--- src/rtl/ram_read_streamer.sv ---
// Read-side burst sequencer for a 1R1W RAM: issues reads, captures the registered
// read data and streams it out through a 2-entry buffer on a valid/ready port.
module ram_read_streamer #(
    parameter int ADDR_W = 10,
    parameter int DATA_W = 16
) (
    input  logic              clk,
    input  logic              rst_n,
    input  logic              start,
    input  logic [ADDR_W-1:0] base_addr,
    input  logic [ADDR_W:0]   len,
    output logic              busy,
    output logic              done,
    output logic              ram_en,
    output logic [ADDR_W-1:0] ram_addr,
    input  logic [DATA_W-1:0] ram_dout,
    output logic              m_valid,
    input  logic              m_ready,
    output logic [DATA_W-1:0] m_data
);

    typedef enum logic [1:0] {IDLE, RUN, DRAIN} state_t;

    localparam logic [ADDR_W-1:0] ADDR_ONE = 1;
    localparam logic [ADDR_W:0]   REM_ONE  = 1;

    state_t            state;
    logic [ADDR_W:0]   remaining;
    logic              inflight;
    logic [1:0]        count;
    logic [DATA_W-1:0] spare;
    logic              pop;
    logic              push;
    logic [2:0]        occ;
    logic [1:0]        countNext;

    // m_data is the buffer head; spare holds the second word when two are queued
    assign m_valid   = (count != 2'd0);
    assign pop       = m_valid & m_ready;
    assign push      = inflight;
    assign countNext = count + {1'b0, push} - {1'b0, pop};

    // Only read when the word, counted with everything already owed downstream, fits
    assign occ    = {1'b0, count} + {2'b00, inflight} - {2'b00, pop};
    assign ram_en = (state == RUN) && (remaining != '0) && (occ <= 3'd1);

    always_ff @(posedge clk) begin
        if (!rst_n) begin
            state     <= IDLE;
            busy      <= 1'b0;
            done      <= 1'b0;
            ram_addr  <= '0;
            remaining <= '0;
            inflight  <= 1'b0;
            count     <= 2'd0;
            spare     <= '0;
            m_data    <= '0;
        end else begin
            done     <= 1'b0;
            inflight <= ram_en;
            count    <= countNext;

            case (count)
                2'd0: if (push) m_data <= ram_dout;
                2'd1: begin
                    if (push && pop) m_data <= ram_dout;
                    else if (push)   spare  <= ram_dout;
                end
                2'd2: if (pop) begin
                    m_data <= spare;
                    if (push) spare <= ram_dout;
                end
                default: ;
            endcase

            case (state)
                IDLE: if (start) begin
                    if (len != '0) begin
                        ram_addr  <= base_addr;
                        remaining <= len;
                        busy      <= 1'b1;
                        state     <= RUN;
                    end else begin
                        done <= 1'b1;
                    end
                end
                RUN: if (ram_en) begin
                    ram_addr  <= ram_addr + ADDR_ONE;
                    remaining <= remaining - REM_ONE;
                    if (remaining == REM_ONE) state <= DRAIN;
                end
                // Finish in the same edge as the last handshake so done follows it directly
                DRAIN: if (countNext == 2'd0) begin
                    state <= IDLE;
                    busy  <= 1'b0;
                    done  <= 1'b1;
                end
                default: state <= IDLE;
            endcase
        end
    end

    always_ff @(posedge clk) begin
        if (rst_n) assert (!(count == 2'd2 && push && !pop));
    end

endmodule

--- config.mk ---
export PLATFORM = sky130hd
export DESIGN_NAME = ram_read_streamer
export DESIGN_NICKNAME = d
export VERILOG_FILES = /design/src/rtl/ram_read_streamer.sv
export SDC_FILE = /design/constraint.sdc
export NUM_CORES = 1
export LEC_CHECK = 0
export CORE_AREA = 2 2 86 88
export DETAILED_ROUTE_END_ITERATION = 10
export DIE_AREA = 0 0 88 90
export GPL_ROUTABILITY_DRIVEN = 0
export PLACE_DENSITY_LB_ADDON = 0.08
export SETUP_SLACK_MARGIN = 0.05
export SLEW_MARGIN = 20
export SYNTH_ARGS = -nofsm -noshare
export SYNTH_HDL_FRONTEND = slang
export SYNTH_SLANG_ARGS = --single-unit
export TNS_END_PERCENT = 10
--- constraint.sdc ---
create_clock -name clk -period 3.6 [get_ports clk]
set_input_delay 0.54 -clock clk [delete_from_list [all_inputs] [get_ports clk]]
set_output_delay 0.54 -clock clk [all_outputs]
set_load 0.1 [all_outputs]
==> metrics.md <==
| Metric | Value |
|---|---|
| Crit path required time | `3.06 ns` |
| Synth-to-layout area growth | `33.9%` |
| Congestion Overflow GR | `0` |
| Post-CTS Hold Buffers | `0` |
| Vias in the first global route | `2,402` |
| PostCTS Resize Cnt | `0` |
| Register share of total power | `26.9%` |
| Pwr dens | `893 mW/mm^2` |
| Post-synthesis async set-or-reset flop share | `0%` |
| Detailed placement HPWL | `4780 um` |
| CP arrival | `2.90 ns` |
| Largest net degree at the start of global routing | `40` |
| Fin. max-slew vios | `0` |
| Initial antenna violation count | `0` |
| Number of synthesized flops with an enable pin | `0` |
| DIE WIDTH | `88 um` |
| First-pass GRT wire length | `11,600 um` |
| Final setup violation count | `0` |
| Core ar. | `0.00702 mm^2` |
| Root buf cell | `clkbuf_8` |
| Max-cap violations | `0` |
| Leak Pwr | `1.65 nW` |
| Worst hold path type | `flip-flop to flip-flop` |
| Startpoint Class | `primary input` |
| Post-synthesis sequential area ratio | `40.6%` |
| Mean Syn Cell Area | `8.65 um^2` |
| Cells after Synth | `342` |
| DRC violations left | `0` |
| Post-CTS setup repair buffer count | `0` |
| Nets@finish | `455` |
| Top cells by area, synth | `dfxtp_1 (41%), mux2i_1 (12%), nor2_1 (6.2%)` |
| Worst-Margin Slew | `0.996 ns` |
| IO Port Bufs | `70` |
| Max stage delay on crit path | `0.47 ns` |
| Per-cell routed wire length | `13.5 um` |
| Yosys top cell by area | `dfxtp_1` |
| Setup Skew | `0.00784 ns` |
| DR iter-0 viols | `137` |
| Full die area | `0.00792 mm^2` |
| Commonest non-fill, non-tap cell in the layout | `clkdlybuf4s50_1` |
| Worst Setup SP | `m_ready` |
| Number of buffers created by CTS | `9` |
| Crit-path cells | `clkdlybuf4s50_1, inv_1, a21oi_1, ha_1, inv_1, ha_1, fa_1, or3_4, nor2_4, buf_12` |
| RSZ-0062 raised after global routing | `false` |
| Final TNS setup | `0 ns` |
| Endpoint class of the critical path | `output port` |
| Starting Density | `42.1%` |
| Top-area cell type share of the netlist area | `40.6%` |
| F_max | `0.291 GHz` |
| CTS max path bufs | `2` |
| Clk pwr share | `17.6%` |
| DRT Pass-1 Iters | `4` |
| Clock transition at path regs | `0.07 ns` |
| Via density | `5.16` |
| Final Hold Vio Count | `0` |
| Most frequent cells in the layout | `clkdlybuf4s50_1 (69), dfxtp_1 (60), nor2_1 (47)` |
| Worst Path Max Fanout | `5` |
| Hold_sp | `ram_addr[9]` |
| Reg2reg start | `count[1]` |
| Syn Std Cell Area | `0.00296 mm^2` |
| Maximum VDD drop | `0.658 mV` |
| Final setup margin | `0.158 ns` |
| Vert. Die Dim | `90 um` |
| Fraction of layout cells with a size suffix above 1 | `8.74%` |
| Comb power frac | `55.5%` |
| Rel. slew slack | `33.4%` |
| Dpl ws | `0.0746 ns` |
| # rows | `31` |
| Switch share | `50.1%` |
| CTS tree | `built` |
| N_diodes | `0` |
| Cell variety after synth | `50` |
| CP max-delay cell | `clkdlybuf4s50_1` |
| Net Sw Power | `1.77 mW` |
| CTS H-tree lvls | `3` |
| Status | `completed` |
| TritonCTS Sinks | `60` |
| Net Count, Synth | `389` |
| Worst skew pair latency | `0.34 ns` |
| Final wirelength | `6910 um` |
| Internal power | `1.77 mW` |
| Final period utilization | `95.6%` |
| Antenna-violating nets left | `0` |
| Overall Global Routing Usage | `18.7%` |
| Final min period | `3.44 ns` |
| Setup CP Type | `primary input to output port` |
| Synthesis-stage register bit count | `60` |
| IO Pins | `71` |
| Vias | `2,638` |
| Total number of yosys warnings | `0` |
| Top FF cell, synth | `dfxtp_1` |
-- critical path, delay by kind of cell --
family                   cells  cell delay (ns)
buffers and inverters        4             0.79
adder cells (fa/ha/maj)      3             0.84
AO/OA/AOI/OAI                1             0.13
AND/OR/NAND/NOR              2             0.60
-- power by group through the flow --
stage / sequential (mW) / clock, mW / combinational [mW]
floorplan: 1.68 / 0 / 0.801
global placement: 0.962 / 0 / 1.96
detailed placement: 0.965 / 0 / 1.97
CTS: 0.952 / 0.640 / 1.97
global route: 0.977 / 0.667 / 2.09
finish: 0.952 / 0.623 / 1.96
-- stage by stage --
step	power, mW	hold WS, ns	std cells	util, %	area [um^2]
5_1_grt	3.74	0.511	511	56.4	3960
2_1_floorplan	2.48	0.454	342	-	2960
3_5_place_dp	2.93	0.484	496	53.5	3760
3_3_place_gp	2.92	0.474	496	53.5	3760
4_1_cts	3.56	0.493	511	56.4	3960
6_report	3.54	0.495	511	56.4	3960
-- worst paths after layout --
kind / endpoint / slack [ns] / depth (start not counted)
worst max-delay path: ram_en / 0.16 / 10
worst min-delay path: ram_addr[9] / 0.49 / 2
worst max register to register: remaining[8] / 0.63 / 11
worst min register to register: ram_addr[9] / 0.49 / 2
-- per-layer routing --
layer	share of wire [%]	GRT usage [%]	vias to the layer above
met5	0	0	-
met4	2.0	9.49	0
met3	5.2	4.59	11
met2	44	26.1	70
met1	48	26.6	1199
li1	-	-	1358
-- synthesized netlist by cell type (2+ instances only) --
cell type  count
xor2_1         2
buf_2          6
o21ai_1        8
nand3_1        9
and3_1         2
o22ai_1        3
clkbuf_1      14
nor3_1         8
dfxtp_1       60
a211oi_1      21
and2_1         2
xnor2_1        6
nand4_1        3
mux2i_1       34
nor4_1         4
or4_1          3
a21oi_1       21
o21ai_0        7
nand2_1       27
o211a_1        2
ha_1           5
nor2_1        49
nand2b_1       4
a311oi_1       2
o211ai_1       3
a211o_1        2
inv_1         11
buf_4          2
-- logic make-up after synthesis --
group	after synthesis	synth area share (%)
multiplexers	34	11.5
flip-flops	60	40.6
adder cells (fa/ha/maj)	6	2.79
AND/OR/NAND/NOR	120	19.4
buffers and inverters	34	4.82
AO/OA/AOI/OAI	80	18.5
XOR/XNOR	8	2.37
-- sequential cells by signal, summed over array words and instances, names as in the netlist --
signal     cells
done           1
remaining     11
ram_addr      10
busy           1
inflight       1
count          2
m_data        16
state          2
spare         16
-- area by class of cell --
cell class,count,area (um^2)
Multi-Input combinational cell,248,1630
Clock inverter,4,48.8
Fill cell,638,3060
Timing Repair Buffer,77,763
Inverter,12,45.0
Tap cell,99,124
Clock buffer,11,151
Sequential cell,60,1200
Power figures use the tool's default switching activity.
